### config.mk
export PLATFORM = sky130hd
export DESIGN_NAME = alu_op_sequencer
export DESIGN_NICKNAME = d
export VERILOG_FILES = /design/src/rtl/alu_op_sequencer.sv
export SDC_FILE = /design/constraint.sdc
export NUM_CORES = 1
export LEC_CHECK = 0
export CORE_ASPECT_RATIO = 0.8
export CORE_MARGIN = 4
export CORE_UTILIZATION = 34
export DETAILED_ROUTE_END_ITERATION = 7
export DONT_BUFFER_PORTS = 1
export GPL_ROUTABILITY_DRIVEN = 1
export PLACE_DENSITY = 0.51
export SKIP_CTS_REPAIR_TIMING = 1
export SYNTH_ARGS = -nofsm -noshare
export SYNTH_HDL_FRONTEND = slang
export SYNTH_SLANG_ARGS = --single-unit
### constraint.sdc
create_clock -name clock -period 2.31 [get_ports clock]
set_clock_uncertainty 0.1 [all_clocks]
set_input_delay 0.462 -clock clock [delete_from_list [all_inputs] [get_ports clock]]
set_output_delay 0.462 -clock clock [all_outputs]
set_load 0.05 [all_outputs]
### src/rtl/alu_op_sequencer.sv
// rtl/alu_op_sequencer.sv - issues one ALU operation at a time, holds its operands for the opcode latency, captures ZHI/ZLO
module alu_op_sequencer #(
  parameter int SIMPLE_CYCLES = 1,
  parameter int MUL_CYCLES    = 32,
  parameter int DIV_CYCLES    = 32,
  parameter int CNT_W         = 6
) (
  input  logic        clock,
  input  logic        clear,
  input  logic        start,
  input  logic [4:0]  opcode,
  input  logic [31:0] ra_in,
  input  logic [31:0] rb_in,
  input  logic        abort,
  output logic [4:0]  alu_opcode,
  output logic [31:0] alu_ra,
  output logic [31:0] alu_rb,
  input  logic [31:0] alu_zhi,
  input  logic [31:0] alu_zlo,
  output logic [31:0] z_hi,
  output logic [31:0] z_lo,
  output logic        busy,
  output logic        done,
  output logic        err,
  output logic        err_div0
);

  localparam logic [4:0] OP_NOP = 5'b00000;
  localparam logic [4:0] OP_MUL = 5'b01110;
  localparam logic [4:0] OP_DIV = 5'b01111;

  typedef enum logic {IDLE, EXEC} state_t;

  state_t           state;
  logic [CNT_W-1:0] count;
  logic [CNT_W-1:0] lat_m1;
  logic             legal;
  logic             div_zero;

  always_comb begin
    legal  = 1'b1;
    lat_m1 = CNT_W'(SIMPLE_CYCLES - 1);
    case (opcode)
      5'b00011, 5'b00100, 5'b00101, 5'b00110, 5'b00111,
      5'b01000, 5'b01001, 5'b01010, 5'b10000, 5'b10001:
        lat_m1 = CNT_W'(SIMPLE_CYCLES - 1);
      OP_MUL:  lat_m1 = CNT_W'(MUL_CYCLES - 1);
      OP_DIV:  lat_m1 = CNT_W'(DIV_CYCLES - 1);
      default: legal  = 1'b0;
    endcase
  end

  assign div_zero = (opcode == OP_DIV) && (rb_in == 32'd0);

  always_ff @(posedge clock or negedge clear) begin
    if (!clear) begin
      state      <= IDLE;
      count      <= '0;
      alu_opcode <= OP_NOP;
      alu_ra     <= '0;
      alu_rb     <= '0;
      z_hi       <= '0;
      z_lo       <= '0;
      busy       <= 1'b0;
      done       <= 1'b0;
      err        <= 1'b0;
      err_div0   <= 1'b0;
    end else begin
      done     <= 1'b0;
      err      <= 1'b0;
      err_div0 <= 1'b0;
      case (state)
        IDLE: begin
          // abort suppresses a coincident start so a cancel never turns into a new request
          if (start && !abort) begin
            if (!legal) begin
              err <= 1'b1;
            end else if (div_zero) begin
              err      <= 1'b1;
              err_div0 <= 1'b1;
            end else begin
              alu_opcode <= opcode;
              alu_ra     <= ra_in;
              alu_rb     <= rb_in;
              count      <= lat_m1;
              busy       <= 1'b1;
              state      <= EXEC;
            end
          end
        end
        EXEC: begin
          if (abort) begin
            alu_opcode <= OP_NOP;
            busy       <= 1'b0;
            state      <= IDLE;
          end else if (count == '0) begin
            z_hi       <= alu_zhi;
            z_lo       <= alu_zlo;
            done       <= 1'b1;
            alu_opcode <= OP_NOP;
            busy       <= 1'b0;
            state      <= IDLE;
          end else begin
            count <= count - CNT_W'(1);
          end
        end
        default: state <= IDLE;
      endcase
    end
  end

endmodule

==> metrics.md, run 1 <==
| Metric | Value |
|---|---|
| R2R depth | 7 |
| Violated checks | negative hold slack |
| # clock sinks | about 140 |
| Drt initial violations | between 150 and 200 |
| Post-Syn Area | 0.005861 mm2 |
| Crit path largest cell delay | 0.43 ns |
| Number of global-route vias before repair | 4081 |
| Total GRT Usage | between 15 and 20% |
| Setup violators final | 0 |
| RSZ-0062 raised after global routing | no |
| Core area | 0.01671 mm2 |
| Clk Latency, worst-skew pair | between 0.4 and 0.5 ns |
| Hold Slack | -0.3628 ns |
| Sw frac | between 30 and 40% |
| Share of layout cells above drive strength 1 | 22.68% |
| H-tree depth | 4 |
| Post-synthesis instance total | approximately 510 |
| Yosys cell types | approximately 50 |
| Diodes inserted | 0 |
| HPWL after detailed placement | ~11000 um |
| WS Path Type | reg -> reg |
| Vias per inst | 4.913 |
| Critical path's slowest cell | dfrtp_1 |
| Overflow left after global routing | 0 |
| Slew @ Worst Pin | approximately 0.64 ns |
| Psw | 3.176 mW |
| Power density over the cells | 1187 mW/mm2 |
| Final worst-path cycle share | between 80% and 90% |
| GPL Wtd Cong | between 0.7 and 0.8 |
| Area Growth Syn to Fin | 15.03% |
| Syn_area_per_cell | ~11 um2 |
| Die area | 0.01941 mm2 |
| WL per Instance | slightly below 20 um |
| Largest net degree at the start of global routing | ~150 |
| Min Tclk post-route | just over 2 ns |
| Status | finished, violations left |
| Vert. Die Dim | between 100 and 150 um |
| Placed cell area | roughly 0.006 mm2 |
| Critical Path Sink Type | register |
| Tot Pwr | roughly 8 mW |
| Setup TNS | 0 ns |
| CP required | between 2 and 3 ns |
| Clock buffer depth | 2 |
| Detailed Routing Iterations Pass 1 | 4 |
| Fin. max-slew vios | 0 |
| Rows | 42 |
| Number of synthesized register bits | roughly 140 |
| Max-cap viol count | 0 |
| Critical Path Fanout Max | 6 |
| Clock transition at path regs | about 0.070 ns |
| Top FF cell, synth | dfrtp_1 |
| Detailed Route WL | about 15000 um |
| Worst hold-check path type | in -> async |
| Final net count | between 600 and 700 |
| FF-to-FF setup slack | roughly 0.27 ns |
| Peak VDD IR | about 0.53 mV |
| Internal power | between 4 and 5 mW |
| Global-route wire length before repair | 23210 um |
| Critical Path, Cell by Cell | inv_1 > ha_1 > nor2b_1 > a21oi_1 > nand2_1 > o211ai_1 > or3b_1 |
| Lkg Pwr | between 3 and 4 nW |
| Root buffer cell | clkbuf_16 |
| Top-Level Pins | 274 |
| Ys async rst share | 100.0% |
| Buf/Inv on CP | 1 |
| CTS tree | built |
| Fin area | about 0.0067 mm2 |
| Comb power frac | under 10% |
| Critical R2R Launch | count[0]$_DFFE_PN0P_ |
| Initial Util | approximately a third |
| Fmax | slightly below 0.5 GHz |
| Die width | about 150 um |
| Hold Violations, Final | about 140 |
| Critical R2R Capture | count[0]$_DFFE_PN0P_ |
| Post-synth EDFFs | 0 |
| Port Buffers | 0 |
| Crit start category | register |
| Flop pwr share | about three fifths |
| Worst EP arrival | 2.23 ns |
| Initial antenna violation count | 0 |
| Worst path top cell family by delay | simple AND/OR/NAND/NOR gates |
| Remaining DRCs | 0 |
| Via count | 3724 |
| Sequential share of the synthesized area | between 60% and 70% |
| Relative slew slack | 57.18% |
| Cts bufs inserted | 17 |
| Clock Power Share | between 30% and 40% |
| Synth Warn # | 0 |
| Syn Nets | 652 |
| Antenna violation net count after detailed routing | 0 |
## sequential cells by signal (all words and copies together) (netlist names)
name and cells:
state 1, count 6, z_hi 32, err_div0 1, alu_opcode 5, busy 1
err 1, done 1, alu_rb 32, z_lo 32, alu_ra 32
## logic make-up after synthesis
| logic type | Yosys count | share of synthesized area [%] |
|---|---|---|
| flops | 144 | 61.49 |
| fa+ha+maj | 2 | 0.4269 |
| simple gates | 235 | 17.42 |
| buf+inv | 31 | 3.010 |
| mux | 65 | 12.49 |
| compound gates | 35 | 5.017 |
| xor+xnor | 1 | 0.1495 |
## worst max-delay path by stage
stage / slack (ns) / cells after the start / from / endpoint
floorplan: 0.09 / 7 / rb_in[21] / alu_rb[10]$_DFFE_PN0P_
global placement: -0.02 / 6 / rb_in[7] / alu_rb[28]$_DFFE_PN0P_
detailed placement: -0.06 / 7 / rb_in[29] / alu_rb[0]$_DFFE_PN0P_
CTS: 0.28 / 7 / count[0]$_DFFE_PN0P_ / count[0]$_DFFE_PN0P_
global route: 0.12 / 7 / count[0]$_DFFE_PN0P_ / count[0]$_DFFE_PN0P_
finish: 0.27 / 7 / count[0]$_DFFE_PN0P_ / count[0]$_DFFE_PN0P_
## metal layers
metal | vias up | wire length (um) | track usage [%]
met5 | - | 0 | 0
met4 | 0 | 256 | 5.711
met3 | 20 | 1086 | 5.492
met2 | 149 | 7510 | 25.05
met1 | 1828 | 5778 | 18.28
li1 | 1727 | - | -
## placed cells by master (no fill, tap or decap), types with 2 or more instances in the layout
cell type | synthesis | routed
o21ai_0 | 5 | 5
mux2_1 | 4 | 4
clkinvlp_4 | 0 | 2
inv_6 | 0 | 6
clkinv_4 | 0 | 4
ha_1 | 2 | 2
a22o_1 | 2 | 2
clkbuf_16 | 0 | 17
buf_12 | 0 | 4
dfrtp_1 | 144 | 144
nor2b_1 | 2 | 2
nor4_1 | 5 | 5
a311o_1 | 3 | 3
nor3_1 | 2 | 2
nor2_1 | 6 | 6
o211a_1 | 5 | 5
mux2_2 | 61 | 61
nand2_1 | 200 | 200
inv_1 | 5 | 4
or3_1 | 2 | 2
a221o_1 | 5 | 5
buf_4 | 2 | 14
a21oi_1 | 6 | 6
nand3_1 | 2 | 2
## Yosys cell counts, types with 4 or more instances
cell	instances	area share, %
o21ai_0	5	0.43
buf_2	6	0.51
buf_6	6	1.2
nor2_1	6	0.38
mux2_2	61	12
a21oi_1	6	0.51
a221o_1	5	0.85
nand2_1	200	13
inv_1	5	0.32
nor4_1	5	0.53
dfrtp_1	144	61
clkbuf_1	11	0.70
o211a_1	5	0.85
mux2_1	4	0.77
## metrics by stage
stage | std cells | setup WS, ns | util [%] | hold slack [ns]
2_1_floorplan | 513 | 0.09442 | - | 0.06641
4_1_cts | 758 | 0.2826 | 40.34 | -0.3847
5_1_grt | 758 | 0.1213 | 40.34 | -0.3953
6_report | 758 | 0.2718 | 40.34 | -0.3628
3_3_place_gp | 726 | -0.01985 | 36.90 | 0.06981
3_5_place_dp | 726 | -0.05685 | 36.90 | 0.06949
## area by class of cell
type                       instances  area (um2)
clock buffer                      17       425.4
clock inverter                    15       148.9
fill                            1589        9970
inverter                           6       22.52
multi-input combinational        338        2081
sequential                       144        3603
tap                              220       275.3
timing repair buffer              18       185.2
## power groups by stage
stage	Sequential [mW]	Clock, mW	Combinational [mW]
6_report	4.71	2.66	0.634
5_1_grt	4.77	2.85	0.716
4_1_cts	4.72	2.73	0.644
3_5_place_dp	4.76	0	0.648
3_3_place_gp	4.77	0	0.607
2_1_floorplan	4.61	0	0.561
## worst reg2reg max path, delay by kind of cell, from the launching register on
| family | cells | cell delay, ns |
|---|---|---|
| DFF | 1 | 0.43 |
| and+or+nand+nor | 3 | 0.69 |
| AOI/OAI and AO/OA | 2 | 0.40 |
| adders and majority gates | 1 | 0.19 |
| buffers and inverters | 1 | 0.09 |
No activity file was read; power rests on OpenSTA's default activity.
==> run 2: changes to the inputs <==
--- a/config.mk
+++ b/config.mk
@@ -6,11 +6,9 @@
 export NUM_CORES = 1
 export LEC_CHECK = 0
 export CORE_ASPECT_RATIO = 0.8
-export CORE_MARGIN = 4
 export CORE_UTILIZATION = 34
 export DETAILED_ROUTE_END_ITERATION = 7
 export DONT_BUFFER_PORTS = 1
-export GPL_ROUTABILITY_DRIVEN = 1
 export PLACE_DENSITY = 0.51
 export SKIP_CTS_REPAIR_TIMING = 1
 export SYNTH_ARGS = -nofsm -noshare
==> constraint.sdc (replaced) <==
create_clock -name clock -period 2.31 [get_ports clock]
set_clock_uncertainty 0.1 [all_clocks]
set_input_delay 0.231 -clock clock [delete_from_list [all_inputs] [get_ports clock]]
set_output_delay 0.231 -clock clock [all_outputs]
set_load 0.05 [all_outputs]
==> run 2 against run 1 <==
Net effect:
- the flow still finishes with violations (negative hold slack)
- clock power grew 3%
- core utilization is 8.2 points higher
- combinational power rose by 31%
- power grew 3.7%
- via count is 14% higher
==> metrics.md, run 2 (synthesized netlist as in run 1, its figures left out) <==
| Metric | Value |
|---|---|
| Setup violators final | 0 |
| Top Layer Used | met4 |
| Area Growth Syn to Fin | 38.32% |
| Detailed Route WL | ~15000 um |
| Initial antenna violation count | 0 |
| Antenna violation net count after detailed routing | 0 |
| Fin. max-slew vios | 0 |
| Worst hold-check path type | in -> async |
| Share of layout cells above drive strength 1 | 17.39% |
| Fmax | 0.4893 GHz |
| Cts bufs inserted | 17 |
| Number of global-route vias before repair | roughly 3800 |
| WL met1 | 6029 um |
| Vias per inst | 4.788 |
| Peak VDD IR | ~0.58 mV |
| Clk Latency, worst-skew pair | 0.40 ns |
| Most frequent cells in the layout | nand2_1 (200), dfrtp_1 (144), dlygate4sd3_1 (135) |
| Die width | approximately 150 um |
| Largest net degree at the start of global routing | 145 |
| Relative slew slack | 63.07% |
| WL per Instance | roughly 17 um |
| Diodes inserted | 0 |
| Overflow left after global routing | 0 |
| Final worst-path cycle share | approximately nine tenths |
| Power density over the cells | ~1000 mW/mm2 |
| Min Tclk post-route | 2.044 ns |
| Die area | ~0.018 mm2 |
| Detailed Routing Iterations Pass 1 | 4 |
| Drt initial violations | between 150 and 200 |
| CTS tree | built |
| WS Path Type | reg -> reg |
| Placed instance count | 721 |
| Via count | 4247 |
| Hold Violations, Final | between 100 and 150 |
| Crit path largest cell delay | approximately 0.43 ns |
| Clock buffer depth | 2 |
| Most common cell after layout, fill and taps aside | nand2_1 |
| Top-Level Pins | 274 |
| Worst EP arrival | 2.22 ns |
| FF-to-FF setup slack | 0.27 ns |
| Slew @ Worst Pin | ~0.55 ns |
| Critical Path Fanout Max | 6 |
| Port Buffers | 0 |
| H-tree depth | 4 |
| Filler Cells Inserted | around 1500 |
| Fin cells | about 900 |
| Max-cap viol count | 0 |
| Rows | 42 |
| Setup TNS | 0 ns |
| Crit start category | register |
| Status | finished, violations left |
| Final net count | ~790 |
| Global-route wire length before repair | 21090 um |
| Total GRT Usage | roughly 16% |
| Clock transition at path regs | 0.06 ns |
| Violated checks | negative hold slack |
| Root buffer cell | clkbuf_16 |
| Critical Path, Cell by Cell | inv_1 > ha_1 > nor2b_1 > a21oi_1 > nand2_1 > o211ai_1 > or3b_1 |
| HPWL after detailed placement | roughly 9600 um |
| GPL Wtd Cong | between 0.7 and 0.8 |
| Met3 Routed Length | between 1000 and 1500 um |
| Lkg Pwr | about 3.8 nW |
| # clock sinks | around 140 |
| Critical Path Sink Type | register |
| CP required | roughly 2.5 ns |
| Met2 WL | between 7000 and 8000 um |
| Critical path's slowest cell | dfrtp_1 |
| RSZ-0062 raised after global routing | no |
| Vert. Die Dim | around 120 um |
| Core area | approximately 0.017 mm2 |
| Initial Util | 35.07% |
| Hold Slack | -0.5831 ns |
| Remaining DRCs | 0 |
| R2R depth | 7 |
## run 2: changes by cell type in the layout (fill, tap and decap cells not counted), moves of 2 or more
cell           delta
dlygate4sd3_1   +135
buf_4             -7
clkbuf_8          +3
buf_12            +2
clkinv_4          -2
inv_6             -2
## run 2: layer usage
layer,vias to the layer above,track usage [%]
met5,-,0
met2,177,24.88
met4,0,5.230
li1,1987,-
met3,26,7.356
met1,2057,18.58
## run 2: area by class of cell
type                    count  area (um2)  area share (%)
well taps                 220       275.3           3.396
multi-input cells         338        2086           25.73
flip-flops and latches    144        3603           44.45
clock buffers              21       470.5           5.803
clock inverters            10       125.1           1.543
repair buffers            148        1524           18.80
inverters                   6       22.52          0.2778
## run 2: path summary, 6_finish.rpt
| check | startpoint | endpoint |
|---|---|---|
| min in group clock | abort | err$_DFF_PN0_ |
| hold / removal | clear | alu_ra[31]$_DFFE_PN0P_ |
| max in group asynchronous | clear | z_lo[6]$_DFFE_PN0P_ |
| setup / recovery | count[0]$_DFFE_PN0P_ | count[0]$_DFFE_PN0P_ |
| setup reg to reg | count[0]$_DFFE_PN0P_ | count[0]$_DFFE_PN0P_ |
| hold reg to reg | count[5]$_DFFE_PN0P_ | count[5]$_DFFE_PN0P_ |
## run 2: stage by stage
step           util, %  setup slack (ns)  cell area (um2)  power, mW  hold WS (ns)
2_1_floorplan        -            0.3254             5861      5.176       -0.1646
3_3_place_gp     36.83            0.1751             6155      5.367       -0.1614
3_5_place_dp     36.83            0.1182             6155      5.393       -0.1619
4_1_cts          40.39            0.1659             6750      8.196       -0.6092
5_1_grt          48.51           0.07632             8107      8.643       -0.6157
6_report         48.51            0.2663             8107      8.299       -0.5831
## run 2: worst max-delay path, delay by kind of cell (launching register included)
family          cells  cell delay, ns
simple gates        3            0.69
flops               1            0.43
compound gates      2            0.41
fa+ha+maj           1            0.20
buf+inv             1            0.09
## run 2: power breakdown
group / internal, mW / leakage [nW] / switching, mW / total [mW]
logic: 0.544 / 1.71 / 0.285 / 0.829
registers: 2.92 / 1.84 / 1.79 / 4.72
clock network: 1.69 / 0.291 / 1.07 / 2.75
==> run 3: changes to the inputs <==
--- a/config.mk
+++ b/config.mk
@@ -5,7 +5,6 @@
 export SDC_FILE = /design/constraint.sdc
 export NUM_CORES = 1
 export LEC_CHECK = 0
-export CORE_ASPECT_RATIO = 0.8
 export CORE_UTILIZATION = 34
 export DETAILED_ROUTE_END_ITERATION = 7
 export DONT_BUFFER_PORTS = 1
==> run 3 against run 2 <==
Net effect:
- the run still ends with negative hold slack left
- final cell count up 0.11%
- critical path depth unchanged
- die area about the same
- via count up 2.5%
- clock power down 3%
- flip-flop and latch count unchanged
- cell area down 0.99%
- sequential power about the same
- clock-buffer cell count down 1
- power down 1.2%
- hold slack worse by 0.0011 ns
- first-iteration DRC count down 5.6%
- critical path type unchanged
==> metrics.md, run 3 (synthesized netlist as in run 1, its figures left out) <==
| Metric | Value |
|---|---|
| Status | finished, violations left |
| Violated checks | negative hold slack |
| Setup TNS | 0 ns |
| Fmax | 0.4953 GHz |
| Vias per inst | ~4.9 |
| Clock buffer depth | 2 |
| Total GRT Usage | 15.06% |
| Placed cell area | 0.006105 mm2 |
| Area Growth Syn to Fin | 36.96% |
| Drt initial violations | approximately 190 |
| FF-to-FF setup slack | between 0.2 and 0.3 ns |
| Die width | about 130 um |
| Diodes inserted | 0 |
| Vert. Die Dim | 133.3 um |
| Min Tclk post-route | roughly 2.0 ns |
| GRT busiest layer | met2 |
| Detailed Routing Iterations Pass 1 | 5 |
| H-tree depth | 4 |
| Overflow left after global routing | 0 |
| Fin area | roughly 0.008 mm2 |
| Setup violators final | 0 |
| HPWL after detailed placement | roughly 9400 um |
| Hold Slack | -0.5841 ns |
| Share of layout cells above drive strength 1 | between 10% and 20% |
| Crit start category | register |
| Worst hold-check path type | in -> async |
| Initial antenna violation count | 0 |
| WL per Instance | 16.72 um |
| Most common cell after layout, fill and taps aside | nand2_1 |
| Remaining DRCs | 0 |
| Critical R2R Launch | count[0]$_DFFE_PN0P_ |
| Critical Path Fanout Max | 6 |
| Area of the multi-input gates | approximately 0.0021 mm2 |
| Filler Cells Inserted | approximately 1500 |
| WS Path Type | reg -> reg |
| Root buffer cell | clkbuf_16 |
| Via count | approximately 4400 |
| Lkg Pwr | 3.802 nW |
| Setup WS pre-CTS | -0.1291 ns |
| Max-cap viol count | 0 |
| Global-route wire length before repair | a little over 20000 um |
| Top-Level Pins | 274 |
| Detailed Route WL | ~15000 um |
| Global routing usage on met1 | a little under a fifth |
| Initial Util | a little over a third |
| Clk Latency, worst-skew pair | 0.41 ns |
| Critical R2R Capture | count[0]$_DFFE_PN0P_ |
| GPL Wtd Cong | 0.7922 |
| Met3 Resource Use GR | roughly 6.0% |
| Rows | between 40 and 50 |
| Hold Violations, Final | approximately 140 |
| Clock transition at path regs | around 0.06 ns |
| Setup ws final | about 0.29 ns |
| Core area | 0.01670 mm2 |
| Slew @ Worst Pin | a little over 0.6 ns |
| Fin. max-slew vios | 0 |
| Met2 Track Usage GR | a little under a quarter |
| Seq. cell area | 0.003603 mm2 |
| Tot Pwr | 8.202 mW |
| Peak VDD IR | 0.5129 mV |
| RSZ-0062 raised after global routing | no |
| Largest net degree at the start of global routing | about 150 |
| Final worst-path cycle share | 87.41% |
| Antenna violation net count after detailed routing | 0 |
| # clock sinks | about 140 |
| CTS tree | built |
| Final net count | ~790 |
| Most frequent cells in the layout | nand2_1 (200), dfrtp_1 (144), dlygate4sd3_1 (134) |
| Worst EP arrival | about 2.2 ns |
| Relative slew slack | 59.09% |
| Power density over the cells | 1022 mW/mm2 |
| CP required | 2.50 ns |
| Number of global-route vias before repair | approximately 3900 |
| Die area | roughly 0.018 mm2 |
| Critical Path Sink Type | register |
| R2R depth | 7 |
| Cts bufs inserted | 17 |
| Port Buffers | 0 |
==> run 3: cell count changes in the layout (fill, tap and decap cells not counted), sizes merged <==
cell         change
dlygate4sd3      -1
clkinvlp         +2
clkbuf           -1
nor2             +1
==> run 3: metrics by stage <==
step | cells | utilization [%]
3_3_place_gp | 721 | 36.55
6_report | 888 | 48.06
2_1_floorplan | 513 | -
3_5_place_dp | 721 | 36.55
5_1_grt | 888 | 48.06
4_1_cts | 753 | 39.96
==> run 3: how the worst max path moves through the flow <==
stage	to	cells after the start	from	slack [ns]
after floorplan	alu_rb[10]$_DFFE_PN0P_	7	rb_in[21]	0.33
after global placement	alu_ra[3]$_DFFE_PN0P_	5	opcode[3]	-0.11
after detailed placement	alu_ra[21]$_DFFE_PN0P_	5	opcode[3]	-0.13
after CTS	alu_ra[4]$_DFFE_PN0P_	5	state$_DFF_PN0_	-0.02
after global routing	count[0]$_DFFE_PN0P_	7	count[0]$_DFFE_PN0P_	0.13
final	count[0]$_DFFE_PN0P_	7	count[0]$_DFFE_PN0P_	0.29
==> run 3: layout make-up <==
cell class	count	share of cell area, %
Sequential cell	144	44.89
Multi-Input combinational cell	339	26.06
Timing Repair Buffer	147	18.24
Clock buffer	20	5.440
Tap cell	220	3.429
Clock inverter	12	1.652
Inverter	6	0.2806
==> run 3: critical path: stages, from the launching register on <==
cell	delay (ns)
dfrtp_1	0.43
inv_1	0.09
ha_1	0.19
nor2b_1	0.15
a21oi_1	0.27
nand2_1	0.19
o211ai_1	0.12
or3b_1	0.35
==> run 3: report_power, final <==
| part | switching (mW) | internal [mW] |
|---|---|---|
| Sequential | 1.78 | 2.92 |
| Clock | 1.07 | 1.60 |
| Combinational | 0.285 | 0.539 |
| Total | 3.14 | 5.06 |
==> run 3: per-layer routing <==
metal	routed length, um	up-vias
met5	0	-
met4	341	0
met3	1266	26
met2	7131	232
met1	6105	2101
li1	-	1994
